$ cat src/rtl/rom_load_sequencer.sv
// rom_load_sequencer: buffers the ioctl ROM download in a small FIFO and routes
// each byte by address. Bytes below SDRAM_BASE go to the byte-wide BRAM write
// port. Bytes at or above SDRAM_BASE are packed into 16-bit SDRAM words over a
// req/ack handshake. rom_ready rises once every byte has been committed.
// Optional feature macro: ROM_CHECKSUM_EN adds a 16-bit checksum output.
module rom_load_sequencer #(
  parameter int unsigned        FIFO_AW    = 2,
  parameter int unsigned        ADDR_W     = 25,
  parameter logic [ADDR_W-1:0]  SDRAM_BASE = ADDR_W'(32'h0009_0000)
) (
  input  logic              clk,
  input  logic              reset_n,
  input  logic              ioctl_download,
  input  logic              ioctl_wr,
  input  logic [ADDR_W-1:0] ioctl_addr,
  input  logic [7:0]        ioctl_dout,
  output logic              ioctl_wait,
  output logic              bram_wr,
  output logic [ADDR_W-1:0] bram_addr,
  output logic [7:0]        bram_data,
  output logic              sdr_req,
  input  logic              sdr_ack,
  output logic [ADDR_W-1:0] sdr_addr,
  output logic [15:0]       sdr_data,
  output logic [1:0]        sdr_be,
  output logic              rom_ready,
`ifdef ROM_CHECKSUM_EN
  output logic [15:0]       checksum,
`endif
  output logic              overflow
);

  localparam int unsigned DEPTH = 1 << FIFO_AW;
  localparam int unsigned CNT_W = FIFO_AW + 1;

  typedef enum logic [1:0] {
    S_IDLE  = 2'd0,
    S_LOAD  = 2'd1,
    S_DRAIN = 2'd2,
    S_DONE  = 2'd3
  } state_t;

  state_t r_state;
  state_t w_state_nxt;
  logic   w_clear;

  logic              r_dl_q;
  logic              w_dl_rise;

  logic [ADDR_W-1:0] r_fifo_addr [DEPTH];
  logic [7:0]        r_fifo_data [DEPTH];
  logic [FIFO_AW-1:0] r_wr_ptr;
  logic [FIFO_AW-1:0] r_rd_ptr;
  logic [CNT_W-1:0]  r_count;
  logic [CNT_W-1:0]  w_count_nxt;
  logic              w_full;
  logic              w_empty;
  logic              w_wr_ok;
  logic              w_push;
  logic              w_pop;
  logic [ADDR_W-1:0] w_head_addr;
  logic [7:0]        w_head_data;
  logic              w_head_sdr;
  logic              w_pair;
  logic              w_active;

  logic              r_wait;
  logic              r_overflow;
  logic              r_rom_ready;

  logic              r_bram_wr;
  logic [ADDR_W-1:0] r_bram_addr;
  logic [7:0]        r_bram_data;
  logic              w_bram_wr_d;

  logic              r_sdr_req;
  logic [ADDR_W-1:0] r_sdr_addr;
  logic [15:0]       r_sdr_data;
  logic [1:0]        r_sdr_be;
  logic              w_sdr_issue;
  logic [ADDR_W-1:0] w_sdr_addr_d;
  logic [15:0]       w_sdr_data_d;
  logic [1:0]        w_sdr_be_d;

  logic              r_hold_valid;
  logic [ADDR_W-1:0] r_hold_addr;
  logic [7:0]        r_hold_data;
  logic              w_hold_load;
  logic              w_hold_clr;

  assign w_dl_rise   = ioctl_download & ~r_dl_q;
  assign w_wr_ok     = ioctl_wr & ioctl_download;
  assign w_full      = (r_count == CNT_W'(DEPTH));
  assign w_empty     = (r_count == '0);
  assign w_push      = w_wr_ok & ~w_full;
  assign w_count_nxt = r_count + CNT_W'(w_push) - CNT_W'(w_pop);
  assign w_head_addr = r_fifo_addr[r_rd_ptr];
  assign w_head_data = r_fifo_data[r_rd_ptr];
  assign w_head_sdr  = (w_head_addr >= SDRAM_BASE);
  // Head byte is the odd partner of the held even byte.
  assign w_pair      = r_hold_valid & w_head_sdr & w_head_addr[0] &
                       (w_head_addr[ADDR_W-1:1] == r_hold_addr[ADDR_W-1:1]);
  assign w_active    = (r_state == S_LOAD) || (r_state == S_DRAIN);

  // State register.
  always_ff @(posedge clk or negedge reset_n) begin
    if (!reset_n) r_state <= S_IDLE;
    else          r_state <= w_state_nxt;
  end

  // Next-state logic; w_clear marks a fresh download start.
  always_comb begin
    w_state_nxt = r_state;
    w_clear     = 1'b0;
    case (r_state)
      S_IDLE: begin
        if (w_dl_rise) begin
          w_state_nxt = S_LOAD;
          w_clear     = 1'b1;
        end
      end
      S_LOAD: begin
        if (!ioctl_download) w_state_nxt = S_DRAIN;
      end
      S_DRAIN: begin
        if (w_dl_rise) begin
          w_state_nxt = S_LOAD;
        end else if (w_empty && !r_sdr_req && !r_hold_valid && !r_bram_wr) begin
          w_state_nxt = S_DONE;
        end
      end
      S_DONE: begin
        if (w_dl_rise) begin
          w_state_nxt = S_LOAD;
          w_clear     = 1'b1;
        end
      end
      default: w_state_nxt = S_IDLE;
    endcase
  end

  // Dispatcher: one decision per cycle, stalled while an SDRAM request is open.
  always_comb begin
    w_pop        = 1'b0;
    w_bram_wr_d  = 1'b0;
    w_sdr_issue  = 1'b0;
    w_sdr_addr_d = '0;
    w_sdr_data_d = '0;
    w_sdr_be_d   = '0;
    w_hold_load  = 1'b0;
    w_hold_clr   = 1'b0;
    if (w_active && !r_sdr_req) begin
      if (!w_empty) begin
        if (r_hold_valid && !w_pair) begin
          // Held byte cannot pair with the head: write it alone first.
          w_sdr_issue  = 1'b1;
          w_sdr_addr_d = r_hold_addr;
          w_sdr_data_d = {8'h00, r_hold_data};
          w_sdr_be_d   = 2'b01;
          w_hold_clr   = 1'b1;
        end else if (!w_head_sdr) begin
          w_pop       = 1'b1;
          w_bram_wr_d = 1'b1;
        end else if (!w_head_addr[0]) begin
          w_pop       = 1'b1;
          w_hold_load = 1'b1;
        end else if (w_pair) begin
          w_pop        = 1'b1;
          w_sdr_issue  = 1'b1;
          w_sdr_addr_d = r_hold_addr;
          w_sdr_data_d = {w_head_data, r_hold_data};
          w_sdr_be_d   = 2'b11;
          w_hold_clr   = 1'b1;
        end else begin
          w_pop        = 1'b1;
          w_sdr_issue  = 1'b1;
          w_sdr_addr_d = {w_head_addr[ADDR_W-1:1], 1'b0};
          w_sdr_data_d = {w_head_data, 8'h00};
          w_sdr_be_d   = 2'b10;
        end
      end else if (r_state == S_DRAIN && r_hold_valid) begin
        // Download over and nothing left to pair with: flush the held byte.
        w_sdr_issue  = 1'b1;
        w_sdr_addr_d = r_hold_addr;
        w_sdr_data_d = {8'h00, r_hold_data};
        w_sdr_be_d   = 2'b01;
        w_hold_clr   = 1'b1;
      end
    end
  end

  // FIFO storage; contents are don't-care until written.
  always_ff @(posedge clk) begin
    if (w_push) begin
      r_fifo_addr[r_wr_ptr] <= ioctl_addr;
      r_fifo_data[r_wr_ptr] <= ioctl_dout;
    end
  end

  // FIFO pointers, loader throttle, overflow flag and completion flag.
  always_ff @(posedge clk or negedge reset_n) begin
    if (!reset_n) begin
      r_dl_q      <= 1'b0;
      r_wr_ptr    <= '0;
      r_rd_ptr    <= '0;
      r_count     <= '0;
      r_wait      <= 1'b0;
      r_overflow  <= 1'b0;
      r_rom_ready <= 1'b0;
    end else begin
      r_dl_q <= ioctl_download;
      if (w_push) r_wr_ptr <= r_wr_ptr + FIFO_AW'(1);
      if (w_pop)  r_rd_ptr <= r_rd_ptr + FIFO_AW'(1);
      r_count <= w_count_nxt;
      r_wait  <= (w_count_nxt >= CNT_W'(DEPTH - 1));
      if (w_clear)                r_overflow <= 1'b0;
      else if (w_wr_ok && w_full) r_overflow <= 1'b1;
      r_rom_ready <= (w_state_nxt == S_DONE);
    end
  end

  // BRAM write port: strobe one cycle after the pop.
  always_ff @(posedge clk or negedge reset_n) begin
    if (!reset_n) begin
      r_bram_wr   <= 1'b0;
      r_bram_addr <= '0;
      r_bram_data <= '0;
    end else begin
      r_bram_wr <= w_bram_wr_d;
      if (w_bram_wr_d) begin
        r_bram_addr <= w_head_addr;
        r_bram_data <= w_head_data;
      end
    end
  end

  // SDRAM request: held until ack, then dropped for at least one cycle.
  always_ff @(posedge clk or negedge reset_n) begin
    if (!reset_n) begin
      r_sdr_req  <= 1'b0;
      r_sdr_addr <= '0;
      r_sdr_data <= '0;
      r_sdr_be   <= '0;
    end else if (w_sdr_issue) begin
      r_sdr_req  <= 1'b1;
      r_sdr_addr <= w_sdr_addr_d;
      r_sdr_data <= w_sdr_data_d;
      r_sdr_be   <= w_sdr_be_d;
    end else if (r_sdr_req && sdr_ack) begin
      r_sdr_req  <= 1'b0;
    end
  end

  // Even-byte holding register for SDRAM word packing.
  always_ff @(posedge clk or negedge reset_n) begin
    if (!reset_n) begin
      r_hold_valid <= 1'b0;
      r_hold_addr  <= '0;
      r_hold_data  <= '0;
    end else if (w_hold_load) begin
      r_hold_valid <= 1'b1;
      r_hold_addr  <= w_head_addr;
      r_hold_data  <= w_head_data;
    end else if (w_hold_clr) begin
      r_hold_valid <= 1'b0;
    end
  end

`ifdef ROM_CHECKSUM_EN
  logic [15:0] r_checksum;
  logic [15:0] w_sum_add;

  // Bytes committed this cycle: BRAM strobe plus enabled SDRAM bytes at ack.
  always_comb begin
    w_sum_add = '0;
    if (r_bram_wr) w_sum_add = {8'h00, r_bram_data};
    if (r_sdr_req && sdr_ack) begin
      if (r_sdr_be[0]) w_sum_add = w_sum_add + {8'h00, r_sdr_data[7:0]};
      if (r_sdr_be[1]) w_sum_add = w_sum_add + {8'h00, r_sdr_data[15:8]};
    end
  end

  // Wrapping byte sum, restarted with each new download.
  always_ff @(posedge clk or negedge reset_n) begin
    if (!reset_n)     r_checksum <= '0;
    else if (w_clear) r_checksum <= '0;
    else              r_checksum <= r_checksum + w_sum_add;
  end

  assign checksum = r_checksum;
`endif

  assign ioctl_wait = r_wait;
  assign bram_wr    = r_bram_wr;
  assign bram_addr  = r_bram_addr;
  assign bram_data  = r_bram_data;
  assign sdr_req    = r_sdr_req;
  assign sdr_addr   = r_sdr_addr;
  assign sdr_data   = r_sdr_data;
  assign sdr_be     = r_sdr_be;
  assign rom_ready  = r_rom_ready;
  assign overflow   = r_overflow;

endmodule
$ cat config.mk
export PLATFORM = sky130hd
export DESIGN_NAME = rom_load_sequencer
export DESIGN_NICKNAME = d
export VERILOG_FILES = /design/src/rtl/rom_load_sequencer.sv
export SDC_FILE = /design/constraint.sdc
export NUM_CORES = 1
export LEC_CHECK = 0
export ABC_AREA = 1
export ABC_CLOCK_PERIOD_IN_PS = 4000
export BUFFER_PORTS_ARGS = -buffer_cell sky130_fd_sc_hd__buf_2
export CORE_ASPECT_RATIO = 1.2
export CORE_MARGIN = 2
export CORE_UTILIZATION = 40
export DETAILED_ROUTE_END_ITERATION = 10
export GPL_TIMING_DRIVEN = 0
export MAX_ROUTING_LAYER = met4
export PLACE_DENSITY_LB_ADDON = 0.12
export SETUP_SLACK_MARGIN = 0.1
export SYNTH_ARGS = -nofsm -noshare
export SYNTH_HDL_FRONTEND = slang
export SYNTH_SLANG_ARGS = --single-unit
export TNS_END_PERCENT = 20
$ cat constraint.sdc
create_clock -name clk -period 4 [get_ports clk]
set_clock_uncertainty 0.15 [all_clocks]
set_input_delay 0.4 -clock clk [delete_from_list [all_inputs] [get_ports clk]]
set_output_delay 0.4 -clock clk [all_outputs]
set_load 0.005 [all_outputs]
# --- Yosys cells after proc, flatten, opt, wreduce, memory -nomap -nowiden ---
# Memories as Yosys holds them, arrays and structs flattened.
# Index checks and enable logic that the tools add are counted.
# W data, S select, Z words.
totals:
  mem_count: 2
  reg_bits: 125
  output_inout_bits: 81
  latchBits: 0
  rom_bits: 0
  ram_bits: 132
memory_table:
  columns: ["memory", "depth", "word_bits", "read_ports", "rd_ports_with_merged_regs", "wr", "line", "rtl"]
  rows:
  - ["r_fifo_addr", 4, 25, 1, 0, 1, "50", "logic [ADDR_W-1:0] r_fifo_addr [DEPTH];"]
  - ["r_fifo_data", 4, 8, 1, 0, 1, "51", "logic [7:0] r_fifo_data [DEPTH];"]
classes:
  magnitude_cmp: 2
  eq_ne: 6
  muxes: 60
  n_bitwise: 8
  div: 0
  shift: 0
  addsub: 4
  n_reduce_logical: 19
  n_mul: 0
op_table:
  columns: ["op", "n"]
  rows:
  - ["$mux W25", 7]
  - ["$mux W16", 5]
  - ["$mux W1", 36]
  - ["$ge A25 B20 Y1 const B", 1]
  - ["$eq A24 B24 Y1", 1]
  - ["$mux W2", 9]
  - ["$mux W8", 2]
  - ["$logic_and A1 B1 Y1", 8]
  - ["$and A1 B1 Y1", 6]
  - ["$eq A2 B2 Y1 const B", 3]
  - ["$pmux W2 S3", 1]
  - ["$reduce_bool A2 Y1", 3]
  - ["$add A2 B1 Y2 const B", 2]
  - ["$logic_not A1 Y1", 4]
  - ["$add A3 B1 Y3", 1]
  - ["$eq A3 B3 Y1 const B", 1]
  - ["$ge A3 B2 Y1 const B", 1]
  - ["$logic_not A3 Y1", 1]
  - ["$sub A3 B1 Y3", 1]
  - ["$eq A2 B1 Y1 const B", 1]
  - ["$logic_not A2 Y1", 1]
  - ["$not A1 Y1", 2]
  - ["$reduce_or A2 Y1", 1]
  - ["$logic_or A1 B1 Y1", 1]

# --- Depth between registers and ports, before layout ---
# Gate-level depths: netlist of run 1.
# An unclocked memory read counts as a cell.
logic_depth:
  word_depth: 13
  mapped_depth: 23
  mapped_depth_nobuf: 21

# --- Worst setup path before layout of run 1 ---
# OpenSTA, ideal clock, no wires.
synth_path:
  path_kind: "register -> register"
  start: "register r_rd_ptr[0]"
  end: "register r_wait (netlist: ioctl_wait)"
  setup_ns: 0.118
  period_less_slack_ns: 3.166
  path_slack_ns: 0.834
  arrival_ns: 2.898
  required_ns: 3.732
  stages_incl_launch_ff: 23
  n_path_buf: 2
  cell_sequence: "dfrtp_1 > buf_4 > inv_4 > buf_4 > nand2_1 > nand3_1 > nand2_1 > nand3_1 > nand2_1 > nand2_2 > nand2_1 > nor2_1 > nand3_2 > nand2_4 > nand3_4 > inv_1 > ha_1 > inv_1 > ha_1 > inv_1 > fa_1 > xor2_1 > a21o_1"
synth_between:
  elab_chain_len: 12
synth_lines:
  columns: ["item", "line", "rtl"]
  rows:
  - ["from (decl)", "53", "logic [FIFO_AW-1:0] r_rd_ptr;"]
  - ["from (signal assigned)", "213", "if (w_pop) r_rd_ptr <= r_rd_ptr + FIFO_AW'(1);"]
  - ["$mem_v2 Z4 W25 *", null, null]
  - ["$ge A25 B20 Y1", "99", "assign w_head_sdr = (w_head_addr >= SDRAM_BASE);"]
  - ["$and A1 B1 Y1 (2 in series)", "101", "assign w_pair = r_hold_valid & w_head_sdr & w_head_addr[0] &"]
  - ["$and A1 B1 Y1 *", "101", null]
  - ["$logic_not A1 Y1 *", "154", "if (r_hold_valid && !w_pair) begin"]
  - ["$logic_and A1 B1 Y1 *", "154", null]
  - ["$mux W1 *", "154", null]
  - ["$mux W1 *", "153", "if (!w_empty) begin"]
  - ["$mux W1 *", "152", "if (w_active && !r_sdr_req) begin"]
  - ["via w_pop", "60", "logic w_pop;"]
  - ["$sub A3 B1 Y3 *", "96", "assign w_count_nxt = r_count + CNT_W'(w_push) - CNT_W'(w_pop);"]
  - ["via w_count_nxt[2]", "55", "logic [CNT_W-1:0] w_count_nxt;"]
  - ["$ge A3 B2 Y1 *", "215", "r_wait <= (w_count_nxt >= CNT_W'(DEPTH - 1));"]
  - ["to (signal assigned)", "215", null]
  - ["to (decl)", "67", "logic r_wait;"]
# Mark *: on every way through the listed nets, which the timed path passes. The rest lies on a longest branch.
# A chain may end at the register's enable or synchronous reset.

# --- Worst setup path in the final report of run 1 ---
layout_path:
  start: "register r_rd_ptr[1]"
  end: "register r_wait (netlist: ioctl_wait)"
# Same word-level chain as after synthesis.

==> load_flow_metrics.sql, run 1 <==
INSERT INTO impl_metrics (metric_group, metric, value, unit) VALUES
('status', 'run_status', 'complete, no violations', ''),
('layout', 'num-nets-final', '1433', ''),
('global_route', 'groute.usage.overall', '20.9', '%'),
('worst_hold_path', 'hold_path_depth', '4', ''),
('clocking', 'clkSlewWorstSetupHoldPaths', '60', 'ps'),
('clocking', 'worstSkewPairLatency', '530', 'ps'),
('routing', 'detail_route.vias_per_cell', '4.82', ''),
('global_route', 'grt_max_degree', '69', ''),
('synthesis', 'async_reset_ff_share', '48.6', '%'),
('power_and_ir_drop', 'sequential_fraction_of_design_power', '34.3', '%'),
('synthesis', 'synth_top_flop_cell', 'edfxtp_1', ''),
('critical_path', 'worstSetupPathType', 'flip-flop to flip-flop', ''),
('clocking', 'cts_tree', 'yes', ''),
('routing', 'vias', '8602', ''),
('die', 'starting_density', '40.5', '%'),
('synthesis', 'post_synthesis_instance_area', '11200', 'sq um'),
('critical_path', 'critPathLaunchType', 'flip-flop', ''),
('layout', 'post_route_cells_drive_above_1_share', '16.2', '%'),
('die', 'area_enclosed_by_the_die_boundary', '29500', 'sq um'),
('synthesis', 'ys_seq_area_share', '63.1', '%'),
('die', 'die-height', '188', 'um'),
('layout', 'n_fill_cell', '2658', ''),
('routing', 'postRouteWirelength', '29900', 'um'),
('power_and_ir_drop', 'worst_ir_drop_vdd', '0.286', 'mV'),
('die', 'core_area', '27700', 'sq um'),
('critical_path', 'critical_path_required', '4270', 'ps'),
('critical_path', 'path_cells', 'buf_4 -> inv_2 -> buf_6 -> nand3_1 -> nand2_1 -> nand3_1 -> nor2_1 -> nand2_2 -> nand2_2 -> nor2_1 -> nand3_2 -> nand2_4 -> nand3_4 -> inv_1 -> ha_1 -> inv_1 -> ha_1 -> inv_1 -> fa_1 -> xor2_1 -> a21o_1', ''),
('synthesis', 'yosys_warnings', '0', ''),
('synthesis', 'total_of_flip_flops_plus_latches_after_synthesis', '257', ''),
('timing', 'worst_slew_margin_rel', '40.7', '%'),
('place', 'count_of_port_buffers_added_during_placement', '118', ''),
('die', 'boundaryPins', '119', ''),
('critical_path', 'cp_slowest_cell', 'fa_1', ''),
('timing', 'setup-violations-final', '0', ''),
('power_and_ir_drop', 'switching_share_of_total_power', '40.6', '%'),
('place', 'place.gp.congestion', '0.855', ''),
('critical_path', 'r2r-end', 'ioctl_wait', ''),
('worst_hold_path', 'hp-class', 'input pin to flip-flop', ''),
('routing', 'initialDrtViolationCount', '680', ''),
('global_route', 'grt_pass1_wl', '46400', 'um'),
('routing', 'antenna_nets_post_route', '0', ''),
('worst_hold_path', 'timing.hold.worst_endpoint', 'overflow', ''),
('power_and_ir_drop', 'pwr-share-comb', '42.3', '%'),
('timing', 'post-route-period-util', '90.0', '%'),
('timing', 'rsz0062_at_grt', 'no', ''),
('routing', 'detail_route.first_pass.iterations', '4', ''),
('place', 'placed_wire_length_estimate', '21100', 'um'),
('timing', 'finalHoldViolCount', '0', ''),
('clocking', 'clock_root_buffer', 'clkbuf_16', ''),
('power_and_ir_drop', 'post-layout-total-power', '0.0108', 'W'),
('timing', 'timing_worst_slew_pin_value', '885', 'ps'),
('global_route', 'global_route.overflow_total', '0', ''),
('synthesis', 'syn-instance-count', '1195', ''),
('critical_path', 'critPathCaptureType', 'flip-flop', ''),
('worst_hold_path', 'min-delay-start', 'ioctl_wr', ''),
('power_and_ir_drop', 'power.density_cell_area', '787', 'nW/um^2'),
('synthesis', 'syn_area_per_cell', '9.40', 'sq um'),
('layout', 'diodes', '0', ''),
('layout', 'synthToLayoutAreaGrowth', '22.4', '%'),
('timing', 'clock.fmax', '278', 'MHz'),
('critical_path', 'critical_path_peak_fanout', '10', ''),
('die', 'die_width', '157', 'um'),
('die', 'standard_cell_rows', '67', ''),
('timing', 'min_period', '3600', 'ps'),
('power_and_ir_drop', 'power_switching', '0.00440', 'W'),
('clocking', 'tritoncts.num_buffers', '27', ''),
('synthesis', 'netlist.area_leader.share', '35.3', '%'),
('power_and_ir_drop', 'p_int', '0.00642', 'W'),
('clocking', 'cts_num_sinks', '257', ''),
('synthesis', 'synth_fp_nets', '1242', ''),
('critical_path', 'rr_startpoint', 'r_rd_ptr[1]', '');
[worst max-delay path, delay by kind of cell, from the launching register on]
| family | cells | cell delay [ps] |
|---|---|---|
| flops | 1 | 370 |
| compound gates | 1 | 160 |
| fa+ha+maj | 3 | 790 |
| buf+inv | 6 | 630 |
| xor+xnor | 1 | 180 |
| simple gates | 10 | 1200 |
[synth_stat cells, types with 2 or more instances]
library cell and instances:
edfxtp_1 132, nand2_2 2, o211ai_1 3, nand2_1 476, o21ai_0 47, dfrtp_1 125
a21o_1 2, a21oi_1 28, buf_6 5, o21ai_1 2, ha_1 8, buf_2 21
nor2_2 2, nor3_1 2, xor2_1 8, o22ai_1 8, nor2_1 72, mux2_2 8
nand3_1 118, inv_1 73, or2_2 2, buf_4 4, clkbuf_1 30, inv_2 3
[sequential cells by signal, indices dropped and copies added (netlist names), 2 cells and up]
register / cells
sdr_be: 2
r_count: 3
r_fifo_data: 32
r_hold_data: 8
sdr_addr: 25
r_hold_addr: 25
bram_addr: 25
r_wr_ptr: 2
sdr_data: 16
r_fifo_addr: 100
bram_data: 8
r_rd_ptr: 2
r_state: 2
[final cells by class]
type	count	area [sq um]	area share, %
flip-flops and latches	257	7090	51.6
multi-input cells	800	3580	26.0
repair buffers	162	1100	8.01
clock buffers	36	753	5.48
well taps	379	474	3.45
plain buffers	60	313	2.27
inverters	78	295	2.15
clock inverters	13	141	1.03
[layout by cell type, fill, tap and decap left out, types with 9 or more instances in the layout]
cell and n:
nand2_1 474, buf_2 135, edfxtp_1 132, dfrtp_1 125, nand3_1 118, inv_1 73, nor2_1 68, o21ai_0 47
dlygate4sd3_1 36, clkbuf_1 33, a21oi_1 28, clkbuf_16 27, buf_4 9
[power groups by stage]
| stage | clock (W) | sequential [W] | combinational (W) |
|---|---|---|---|
| global route | 0.00269 | 0.00378 | 0.00519 |
| CTS | 0.00259 | 0.00371 | 0.00460 |
| floorplan | 0 | 0.00373 | 0.00297 |
| finish | 0.00253 | 0.00371 | 0.00457 |
| detailed placement | 0 | 0.00376 | 0.00454 |
| global placement | 0 | 0.00376 | 0.00445 |
[metrics by stage]
stage	cells	instance area (sq um)	setup slack [ps]	TNS, ps
after global routing	1785	13800	166	0
after CTS	1783	13700	136	0
after global placement	1692	12300	-317	-32370
after detailed placement	1698	12500	-86.4	-86.4
after floorplan	1195	11200	834	0
final	1785	13800	399	0
[cell families (layout without fill, tap and decap cells)]
| kind of cell | after synthesis | in the layout | synth area share [%] |
|---|---|---|---|
| XOR/XNOR | 9 | 9 | 0.701 |
| AND/OR/NAND/NOR | 680 | 680 | 24.5 |
| adder cells (fa/ha/maj) | 9 | 9 | 1.07 |
| flip-flops | 257 | 257 | 63.1 |
| AO/OA/AOI/OAI | 94 | 94 | 4.50 |
| multiplexers | 8 | 8 | 0.802 |
| buffers and inverters | 138 | 349 | 5.33 |
[routing by layer]
metal	wire length (um)	GRT usage (%)	vias to the layer above
met1	13500	28.0	4088
met5	0	-	-
li1	-	-	4262
met3	1350	2.59	46
met2	14400	34.1	206
met4	617	5.07	0
[timing repair]
item	CTS	global route
pin swaps	0	1
gates resized for setup	3	3
hold buffers	36	0
endpoints found under the setup margin	3	3
endpoints found under the hold margin	201	0
setup buffers	0	2
gates cloned	0	0
[worst max-delay path by stage]
stage / cells past startpoint / endpoint / slack [ps] / start
after CTS: 19 / ioctl_wait / 140 / r_rd_ptr[0]
after detailed placement: 18 / ioctl_wait / -90 / r_rd_ptr[1]
after floorplan: 22 / ioctl_wait / 830 / r_rd_ptr[0]
after global routing: 22 / ioctl_wait / 170 / r_rd_ptr[0]
final: 21 / ioctl_wait / 400 / r_rd_ptr[1]
after global placement: 3 / r_fifo_data[3][2] / -320 / ioctl_download
Power figures use the tool's default switching activity.
==> inputs of run 2 (changes only) <==
--- a/config.mk
+++ b/config.mk
@@ -5,7 +5,6 @@
 export SDC_FILE = /design/constraint.sdc
 export NUM_CORES = 1
 export LEC_CHECK = 0
-export ABC_AREA = 1
 export ABC_CLOCK_PERIOD_IN_PS = 4000
 export BUFFER_PORTS_ARGS = -buffer_cell sky130_fd_sc_hd__buf_2
 export CORE_ASPECT_RATIO = 1.2
==> run 2 against run 1 <==
Setup slack got worse by 390 ps; sequential power increased by 5%; largest cell class unchanged; critical endpoint unchanged; synthesized cell count decreased by 33%; utilization increased by 0.91 points; maximum frequency decreased by 9.9%; global-route usage decreased by 0.91 points; synthesized area decreased by 2.9%; clock-buffer cell count decreased by 6.
==> load_flow_metrics.sql, run 2 <==
INSERT INTO impl_metrics (metric_group, metric, value, unit) VALUES
('synthesis', 'yosys.area_share.adder', '1.10', '%'),
('layout', 'top_regs', 'r_fifo_addr (100), r_fifo_data (32)', ''),
('synthesis', 'syn-instance-count', '800', ''),
('timing', 'rsz0062_at_grt', 'yes', ''),
('clocking', 'cts_num_sinks', '257', ''),
('power_and_ir_drop', 'worst_ir_drop_vdd', '0.323', 'mV'),
('synthesis', 'post_synth_most_frequent_cells', 'nand2_1 (158), edfxtp_1 (132), dfrtp_1 (125)', ''),
('synthesis', 'total_of_flip_flops_plus_latches_after_synthesis', '257', ''),
('routing', 'wl_per_cell', '19.8', 'um'),
('status', 'run_status', 'complete, no violations', ''),
('timing', 'min_period', '3990', 'ps'),
('global_route', 'grt_pass1_vias', '7292', ''),
('place', 'dpl_worst_slack', '-578', 'ps'),
('synthesis', 'yosys_warnings', '0', ''),
('synthesis', 'synth_area_leader_cell', 'edfxtp_1', ''),
('global_route', 'grt_max_degree', '78', ''),
('layout', 'final_cell_count_no_fill', '1364', ''),
('routing', 'detail_route.vias_per_cell', '5.13', ''),
('timing', 'post-route-period-util', '99.9', '%'),
('layout', 'top_register', 'r_fifo_addr', ''),
('clocking', 'clkSlewWorstSetupHoldPaths', '60', 'ps'),
('critical_path', 'critPathLaunchType', 'flip-flop', ''),
('worst_hold_path', 'hold_path_depth', '3', ''),
('layout', 'final_common_cell', 'nand2_1', ''),
('critical_path', 'crit_buf_inv', '4', ''),
('routing', 'post-route-drc-count', '0', ''),
('layout', 'mostFrequentLayoutCells', 'nand2_1 (158), edfxtp_1 (132), dfrtp_1 (124)', ''),
('clocking', 'tritoncts.num_buffers', '28', ''),
('clocking', 'cts_tree', 'yes', ''),
('synthesis', 'synth_top_family_by_area', 'multiplexers', ''),
('global_route', 'groute.usage.overall', '20.0', '%'),
('global_route', 'antenna_violations_before_repair', '0', ''),
('layout', 'num-nets-final', '1050', ''),
('place', 'place.gp.congestion', '0.801', ''),
('power_and_ir_drop', 'leakagePower', '5.61', 'nW'),
('timing', 'final_critical_path_setup_slack', '5.48', 'ps'),
('synthesis', 'syn_area_per_cell', '13.6', 'sq um'),
('power_and_ir_drop', 'power.density_cell_area', '778', 'nW/um^2'),
('critical_path', 'cp_slowest_cell', 'mux4_2', ''),
('clocking', 'worstSkewPairLatency', '540', 'ps'),
('critical_path', 'critical_path_required', '4280', 'ps'),
('routing', 'detail_route.first_pass.iterations', '5', ''),
('synthesis', 'ys_seq_area_share', '65.0', '%'),
('critical_path', 'path_cells', 'buf_12 -> buf_8 -> mux4_2 -> xnor2_4 -> nand4_1 -> nor4_4 -> nand4b_1 -> a21oi_2 -> ha_1 -> inv_1 -> ha_1 -> inv_1 -> fa_2 -> xnor2_2 -> xnor2_1 -> a21o_1', ''),
('synthesis', 'synthSimpleGateAreaFrac', '8.47', '%'),
('timing', 'setup-violations-final', '0', ''),
('global_route', 'global_route.overflow_total', '0', ''),
('timing', 'drv_slew', '0', ''),
('critical_path', 'critical_path.top_delay_family', 'adder cells', ''),
('synthesis', 'async_reset_ff_share', '48.6', '%'),
('critical_path', 'critPathCaptureType', 'flip-flop', ''),
('routing', 'initialDrtViolationCount', '386', ''),
('die', 'die_width', '155', 'um'),
('clocking', 'cts_buffer_depth', '3', ''),
('layout', 'diodes', '0', ''),
('timing', 'clock.fmax', '250', 'MHz'),
('synthesis', 'synth_fp_nets', '847', ''),
('worst_hold_path', 'hp-class', 'input pin to flip-flop', ''),
('critical_path', 'reg2reg_depth', '16', ''),
('critical_path', 'cp.arrival', '4280', 'ps'),
('die', 'die-height', '185', 'um'),
('place', 'dpl.cell_count', '1263', ''),
('layout', 'post_route_cells_drive_above_1_share', '28.4', '%'),
('synthesis', 'synth_compound_gate_area_share', '9.23', '%'),
('critical_path', 'critical_path_peak_fanout', '6', ''),
('power_and_ir_drop', 'post-layout-total-power', '0.0106', 'W'),
('timing', 'worst_slew_margin_rel', '38.8', '%'),
('layout', 'largest_register_ffs', '100', ''),
('die', 'core_area', '27000', 'sq um'),
('synthesis', 'synth-edff-count', '132', ''),
('die', 'boundaryPins', '119', ''),
('synthesis', 'muxShareOfSynthArea', '10.7', '%'),
('place', 'count_of_port_buffers_added_during_placement', '118', ''),
('clocking', 'h-tree-depth', '1', ''),
('die', 'standard_cell_rows', '66', ''),
('critical_path', 'path_depth', '16', ''),
('die', 'area_enclosed_by_the_die_boundary', '28600', 'sq um'),
('timing', 'timing_worst_slew_pin_value', '918', 'ps'),
('place', 'placed_wire_length_estimate', '19000', 'um'),
('routing', 'vias', '6999', ''),
('layout', 'synthToLayoutAreaGrowth', '24.8', '%'),
('synthesis', 'ys_top_cells_by_area', 'edfxtp_1 (36%), dfrtp_1 (29%), mux4_2 (5.6%)', ''),
('run', 'drv.max_cap_violation_count', '0', ''),
('clocking', 'clock_root_buffer', 'clkbuf_16', ''),
('synthesis', 'netlist.area_leader.share', '36.3', '%'),
('synthesis', 'synth-xor-area-share', '2.37', '%'),
('synthesis', 'synth.lib_cells_used.distinct', '53', ''),
('die', 'starting_density', '40.4', '%'),
('global_route', 'grt_pass1_wl', '42700', 'um'),
('critical_path', 'worstSetupPathType', 'flip-flop to flip-flop', ''),
('synthesis', 'synth_most_common_cell', 'nand2_1', ''),
('routing', 'antenna_nets_post_route', '0', ''),
('critical_path', 'max_stage_delay', '600', 'ps'),
('timing', 'finalHoldViolCount', '0', ''),
('synthesis', 'post_synthesis_instance_area', '10900', 'sq um'),
('layout', 'finish.utilization', '50.5', '%'),
('synthesis', 'synth_top_flop_cell', 'edfxtp_1', ''),
('routing', 'postRouteWirelength', '27100', 'um');
## run 2: worst paths after layout
kind | startpoint | endpoint | slack (ps)
worst max-delay path | r_rd_ptr[0] | ioctl_wait | 5
worst min-delay path | ioctl_wr | overflow | 80
worst max register to register | r_rd_ptr[0] | ioctl_wait | 5
worst min register to register | bram_addr[3] | bram_addr[3] | 320
max in group asynchronous | reset_n | bram_addr[6] | 2720
min in group asynchronous | reset_n | bram_addr[23] | 210
## run 2: what timing repair did
item | CTS | global route
buffers inserted | 13 | 0
hold buffers | 36 | 0
gates cloned | 1 | 0
setup endpoints to repair | 3 | 3
gates resized for setup | 30 | 3
pin swaps | 10 | 0
hold endpoints to repair | 184 | 0
## run 2: cell type report
cell class              count  area (sq um)
fillers                  2404         13400
inverters                  25          93.8
clock inverters            21           194
plain buffers              43           275
well taps                 340           425
clock buffers              30           708
flip-flops and latches    257          7090
repair buffers            173          1210
multi-input cells         475          3620
## run 2: power breakdown
part | switching [W] | internal (W) | total [W]
Clock | 0.00104 | 0.00147 | 0.00251
Combinational | 0.00235 | 0.00185 | 0.00420
Sequential | 0.000439 | 0.00346 | 0.00390
## run 2: worst min-delay path, delay by kind of cell
kind	cells	cell delay, ps
compound gates	2	240
buf+inv	1	90
## run 2: stage by stage
stage | hold WS, ps | cell area [sq um] | TNS [ps]
4_1_cts | 74.6 | 13600 | -50.8
5_1_grt | 107 | 13600 | -283
3_5_place_dp | 233 | 12100 | -1310
2_1_floorplan | -45.6 | 10900 | 0
6_report | 81.7 | 13600 | 0
3_3_place_gp | 308 | 11900 | -1320
## run 2: metal layers
metal | global-route usage [%] | vias to the layer above | part of all wire, %
li1 | - | 3314 | -
met1 | 27.3 | 3499 | 46
met2 | 32.5 | 159 | 48
met3 | 2.55 | 27 | 3.9
met4 | 4.15 | 0 | 1.4
met5 | - | - | 0
## run 2: kinds of logic after synthesis
family,Yosys count
AOI/OAI and AO/OA,146
xor gates and xnor gates,27
adders and majority gates,9
buffers and inverters,68
DFF,257
muxes,77
and+or+nand+nor,216
